[config.mk]
export PLATFORM = sky130hd
export DESIGN_NAME = gui_panel
export DESIGN_NICKNAME = d
export VERILOG_FILES = /design/src/rtl/gui_panel.sv
export SDC_FILE = /design/constraint.sdc
export NUM_CORES = 1
export LEC_CHECK = 0
export ABC_AREA = 1
export BUFFER_PORTS_ARGS = -buffer_cell sky130_fd_sc_hd__buf_2
export CORE_UTILIZATION = 29
export CTS_CLUSTER_DIAMETER = 200
export DETAILED_ROUTE_END_ITERATION = 8
export PLACE_DENSITY = 0.43
export SYNTH_ARGS = -nofsm -noshare
export SYNTH_HDL_FRONTEND = slang
export SYNTH_SLANG_ARGS = --single-unit
[constraint.sdc]
create_clock -name clk_in -period 4.76 [get_ports clk_in]
set_input_delay 0.952 -clock clk_in [delete_from_list [all_inputs] [get_ports clk_in]]
set_output_delay 0.952 -clock clk_in [all_outputs]
set_load 0.005 [all_outputs]
[src/rtl/gui_panel.sv]
// Left-hand tool panel overlay: colour preview with blinking outline, 16-entry palette grid, stroke-width bar.
// Latency 2 cycles pixel-to-output; no backpressure. Optional blink built only when GUI_PANEL_BLINK_EN is defined.
module gui_panel #(
    parameter int PANEL_W      = 100,
    parameter int SWATCH_PX    = 20,
    parameter int GRID_Y0      = 120,
    parameter int STROKE_STEP  = 10,
    parameter int BAR_BOT      = 700,
    parameter int BLINK_FRAMES = 30
) (
    input  logic        clk_in,
    input  logic        rst_in,
    input  logic        new_frame_in,
    input  logic [3:0]  cursor_color,
    input  logic [2:0]  stroke_width,
    input  logic [10:0] hcount_in,
    input  logic [9:0]  vcount_in,
    output logic [7:0]  red_out,
    output logic [7:0]  green_out,
    output logic [7:0]  blue_out,
    output logic        in_sprite
);

    localparam logic [10:0] PW       = 11'(PANEL_W);
    localparam logic [10:0] SW       = 11'(SWATCH_PX);
    localparam logic [10:0] GY0      = 11'(GRID_Y0);
    localparam logic [10:0] GY1      = 11'(GRID_Y0 + 8 * SWATCH_PX);
    localparam logic [10:0] BAR_BASE = 11'(BAR_BOT - 20);
    localparam logic [10:0] BAR_END  = 11'(BAR_BOT);
    localparam logic [10:0] STEP     = 11'(STROKE_STEP);

    function automatic logic [23:0] rom(input logic [3:0] idx);
        case (idx)
            4'd0:    rom = 24'h000000;
            4'd1:    rom = 24'hFFFFFF;
            4'd2:    rom = 24'hFF0000;
            4'd3:    rom = 24'h00FF00;
            4'd4:    rom = 24'h0000FF;
            4'd5:    rom = 24'h00FFFF;
            4'd6:    rom = 24'hFF00FF;
            4'd7:    rom = 24'hFFFF00;
            4'd8:    rom = 24'h808080;
            4'd9:    rom = 24'h6C3082;
            4'd10:   rom = 24'hFF0080;
            4'd11:   rom = 24'hFF8000;
            4'd12:   rom = 24'h8000FF;
            4'd13:   rom = 24'h0080FF;
            4'd14:   rom = 24'h00FF80;
            default: rom = 24'h80FF00;
        endcase
    endfunction

    function automatic logic in_rng(input logic [10:0] v, input logic [10:0] lo, input logic [10:0] hi);
        return (v >= lo) && (v <= hi);
    endfunction

    logic [3:0] shadow_color;
    logic [2:0] shadow_width;
    logic       blink_phase;

    // Shadows only move at frame start so a frame is drawn with one consistent colour/width.
    always_ff @(posedge clk_in) begin
        if (rst_in) begin
            shadow_color <= 4'h1;
            shadow_width <= 3'd0;
        end else if (new_frame_in) begin
            shadow_color <= cursor_color;
            shadow_width <= stroke_width;
        end
    end

`ifdef GUI_PANEL_BLINK_EN
    localparam int CW = (BLINK_FRAMES > 1) ? $clog2(BLINK_FRAMES) : 1;
    logic [CW-1:0] blink_cnt;

    always_ff @(posedge clk_in) begin
        if (rst_in) begin
            blink_cnt   <= '0;
            blink_phase <= 1'b1;
        end else if (new_frame_in) begin
            if (blink_cnt == CW'(BLINK_FRAMES - 1)) begin
                blink_cnt   <= '0;
                blink_phase <= ~blink_phase;
            end else begin
                blink_cnt <= blink_cnt + 1'b1;
            end
        end
    end
`else
    assign blink_phase = (BLINK_FRAMES >= 1);
`endif

    // Stage 1: geometry classification against the current (pre-update) shadows.
    logic [10:0] x, y, dx, dy, ry, bar_top;
    logic        sq18, sq20, col0, col1, grid_y, cell_edge, bar;
    logic [2:0]  row;

    assign x       = hcount_in;
    assign y       = {1'b0, vcount_in};
    assign sq18    = in_rng(x, 11'd18, 11'd82) && in_rng(y, 11'd18, 11'd82);
    assign sq20    = in_rng(x, 11'd20, 11'd80) && in_rng(y, 11'd20, 11'd80);
    assign col0    = (x >= 11'd20) && (x < 11'd20 + SW);
    assign col1    = (x >= 11'd60) && (x < 11'd60 + SW);
    assign grid_y  = (y >= GY0) && (y < GY1);
    assign dy      = y - GY0;
    assign dx      = col1 ? (x - 11'd60) : (x - 11'd20);
    assign ry      = dy % SW;
    assign row     = 3'(dy / SW);
    assign cell_edge = (ry == 11'd0) || (ry == SW - 11'd1) || (dx == 11'd0) || (dx == SW - 11'd1);
    assign bar_top = BAR_BASE - STEP * {8'd0, shadow_width};
    assign bar     = in_rng(x, 11'd40, 11'd60) && (y >= bar_top) && (y <= BAR_END);

    logic       s1_panel, s1_outline, s1_preview, s1_grid, s1_col, s1_edge, s1_bar;
    logic [2:0] s1_row;
    logic [3:0] s1_color;

    always_ff @(posedge clk_in) begin
        if (rst_in) begin
            s1_panel   <= 1'b0;
            s1_outline <= 1'b0;
            s1_preview <= 1'b0;
            s1_grid    <= 1'b0;
            s1_col     <= 1'b0;
            s1_row     <= 3'd0;
            s1_edge    <= 1'b0;
            s1_bar     <= 1'b0;
            s1_color   <= 4'd0;
        end else begin
            s1_panel   <= (x <= PW);
            s1_outline <= sq18 && !sq20 && blink_phase;
            s1_preview <= sq20;
            s1_grid    <= grid_y && (col0 || col1);
            s1_col     <= col1;
            s1_row     <= row;
            s1_edge    <= cell_edge;
            s1_bar     <= bar;
            s1_color   <= shadow_color;
        end
    end

    // Stage 2: priority resolve and palette lookup.
    logic [23:0] rgb;
    logic [3:0]  grid_idx;

    assign grid_idx = {s1_col, s1_row};

    always_comb begin
        rgb = 24'h000000;
        if (!s1_panel)
            rgb = 24'h000000;
        else if (s1_outline)
            rgb = 24'hFFFFFF;
        else if (s1_preview)
            rgb = rom(s1_color);
        else if (s1_grid)
            rgb = (grid_idx == s1_color && s1_edge) ? 24'hFFFFFF : rom(grid_idx);
        else if (s1_bar)
            rgb = 24'hB9B9B9;
        else
            rgb = 24'h505050;
    end

    always_ff @(posedge clk_in) begin
        if (rst_in) begin
            red_out   <= 8'd0;
            green_out <= 8'd0;
            blue_out  <= 8'd0;
            in_sprite <= 1'b0;
        end else begin
            red_out   <= rgb[23:16];
            green_out <= rgb[15:8];
            blue_out  <= rgb[7:0];
            in_sprite <= s1_panel;
        end
    end

endmodule

==> flow_summary.ini <==
[clock_tree]
tritoncts = done
htreeDepth = 3
clk_pin_slew_worst_paths_ns = 0.05
holdBufCountCts = 0
numCtsBuffers = 9
clock_path_buffers = 2
ctsResizeCount = 0
cts_sinks = 59
cts_root_buf = clkbuf_16
insertion_delay_ns = 0.33
cts_setup_buffers = 0

[power]
vdd.ir_drop.worst_mv = 0.148
p_per_area_nw_per_um2 = 383
p_seq_share_pct = 34.6
combPwrFrac_pct = 28.1
intPower_mw = 1.13
p_leak_nw = 2.16
pwr-share-clk_pct = 37.3
p_sw_mw = 0.554
p_sw_share_pct = 32.9

[yosys]
synth_ff_type = dfxtp_1
async_reset_ff_share_pct = 0
synth_top_family_by_area = simple AND/OR/NAND/NOR gates
avgSynthCellArea_um2 = 6.98
synthCells = 531
syn_area_um2 = 3710
synth-edff-count = 0
synthXorXnorAreaFrac_pct = 2.84
synth_mux_area_share_pct = 0
synth-seq-area-share_pct = 31.9
yosysUniqueCellTypes = 44
yosysWarnings = 0
ys_ff_latch = 59
yosys.area_share.simple_pct = 29.4
synth_compound_area_share_pct = 16.3
synth_fa_ha_area_share_pct = 8.78
synthesis.nets = 588

[final_layout]
final_nets = 640
areaGrowthSynthToFinish_pct = 18.7
nFillCells = 1365
final_layout_size_suffix_gt1_share_pct = 18.5
final_common_cell = nand2_1
final_util_pct = 36.0
multi_input_area_um2 = 2120
mostFrequentLayoutCells = nand2_1, inv_1, dfxtp_1
antenna_cells = 0
seq_area_um2 = 1180

[detailed_routing]
wirelength_um = 9200
wl_met2_um = 4260
drc = 0
ant_nets = 0
viasPerCell = 4.59
drt_first_pass_iters = 4
top_layer = met4
wire_per_inst_um = 12.2
drt_iter0_drc = 150
vias = 3468
wl_met3_um = 487
wl_met1_um = 4290

[floorplanning]
io_pins = 56
die-area_um2 = 13200
rows = 40
core_um2 = 12200
fp.dieW_um = 115
dieHeight_um = 115
initial_core_util_pct = 30.3

[global_route]
grt_start_max_net_pins = 14
grt_pass1_vias = 3229
grt_pass1_wl_um = 15100
antenna_found_initial = 0
grt_util_all_layers_pct = 14.7
overflow = 0

[hold_path]
hold_class = flip-flop to flip-flop

[worst_setup_path]
critPathKind = input pin to flip-flop
rr_worst_depth = 11
regToRegSetupSlack_ns = 2.53
r2r_end = s1_bar
crit_fanout = 10
critPathLaunch = vcount_in[3]
worstPathArrival_ns = 4.18
r2r_start = shadow_width[0]
start_kind = input pin
worstSetupEndpointType = flip-flop
cp_data_required_time_ns = 4.96

[timing]
drv_slew = 0
max_slew_margin_pct = 45.9
worst_pin_slew_ns = 0.791
finalSetupViolCount = 0
rsz0062_at_grt = false
fin_skew_ns = 0.00710
final_hold_viol_count = 0
period_minus_slack_ns = 3.98
setup_tns_ns = 0
whs_ns = 0.457
fmax_mhz = 251
min_period_over_period_pct = 83.7

[placement]
place_congestion = 0.833
port_buffers = 55
dp_hpwl_um = 7340

[job]
max_cap_viol_count = 0

[run_status]
outcome = finished, final reports clean
layer usage:
metal	global-route usage, %	vias up
li1	-	1837
met1	18.0	1541
met2	24.8	74
met3	4.27	16
met4	4.50	0
met5	0	-
synth_stat cells (all sizes together), types with 2 or more instances:
cell type / instances / area, µm²
o221ai: 3 / 26.3
nor2: 44 / 165
buf: 9 / 68.8
nor4: 5 / 31.3
o21ai: 38 / 194
clkinv: 2 / 8.75
ha: 26 / 325
a21oi: 31 / 155
xnor2: 4 / 35.0
nand2: 135 / 584
nor3: 7 / 35.0
clkbuf: 5 / 18.8
inv: 81 / 304
nand4: 12 / 75.1
o21bai: 3 / 22.5
o31ai: 2 / 15.0
o41ai: 2 / 17.5
a2111oi: 2 / 17.5
xor2: 8 / 70.1
o211ai: 3 / 22.5
a21boi: 2 / 15.0
nand3: 32 / 193
o21a: 4 / 30.0
dfxtp: 59 / 1180
a31oi: 3 / 18.8
worst min-delay path by stage:
stage	from	cells past startpoint	to
5_1_grt	shadow_color[0]	2	shadow_color[0]
3_3_place_gp	shadow_color[0]	2	shadow_color[0]
6_report	shadow_color[0]	2	shadow_color[0]
2_1_floorplan	shadow_color[0]	2	shadow_color[0]
4_1_cts	shadow_color[0]	2	shadow_color[0]
3_5_place_dp	shadow_color[0]	2	shadow_color[0]
worst max-delay path: stages:
cell and delay [ns]:
buf_2 0.21, ha_1 0.24, nand3_1 0.14, nand2_1 0.11
nand2_1 0.05, nand2_1 0.09, nand2_2 0.09, a211o_1 0.27
nand2_1 0.08, inv_1 0.08, nand2_2 0.08, nand2_1 0.06
nand2_1 0.10, inv_2 0.05, nand2_2 0.10, nand2_4 0.07
nand2_2 0.07, nand3_2 0.09, nand2_4 0.10, nand3_1 0.14
nand3_2 0.13, nand2_2 0.06, nand2_2 0.07, nand2_4 0.06
ha_1 0.33, o211ai_1 0.24, o21ai_0 0.12
power groups by stage:
stage	Sequential (mW)	Clock, mW	Combinational [mW]
floorplan	0.584	0	0.373
global placement	0.595	0	0.469
detailed placement	0.593	0	0.475
CTS	0.583	0.645	0.477
global route	0.587	0.669	0.544
finish	0.582	0.629	0.473
per-stage QoR:
stage	power (mW)	std cells	worst slack, ns	area, µm²
global route	1.80	756	0.419	4400
CTS	1.70	756	0.784	4400
global placement	1.06	740	0.546	4100
finish	1.68	756	0.778	4400
detailed placement	1.07	740	0.431	4100
floorplan	0.957	531	1.06	3710
layout make-up:
type / instances / share of cell area [%]
Timing Repair Buffer: 55 / 6.26
Tap cell: 168 / 4.78
Multi-Input combinational cell: 375 / 48.3
Clock inverter: 6 / 1.51
Inverter: 83 / 7.11
Sequential cell: 59 / 26.8
Clock buffer: 10 / 5.20
kinds of logic after synthesis:
| family | after synthesis |
|---|---|
| AO/OA/AOI/OAI | 101 |
| flip-flops | 59 |
| buffers and inverters | 97 |
| XOR/XNOR | 12 |
| AND/OR/NAND/NOR | 236 |
| adder cells (fa/ha/maj) | 26 |
No activity file was read; power rests on OpenSTA's default activity.
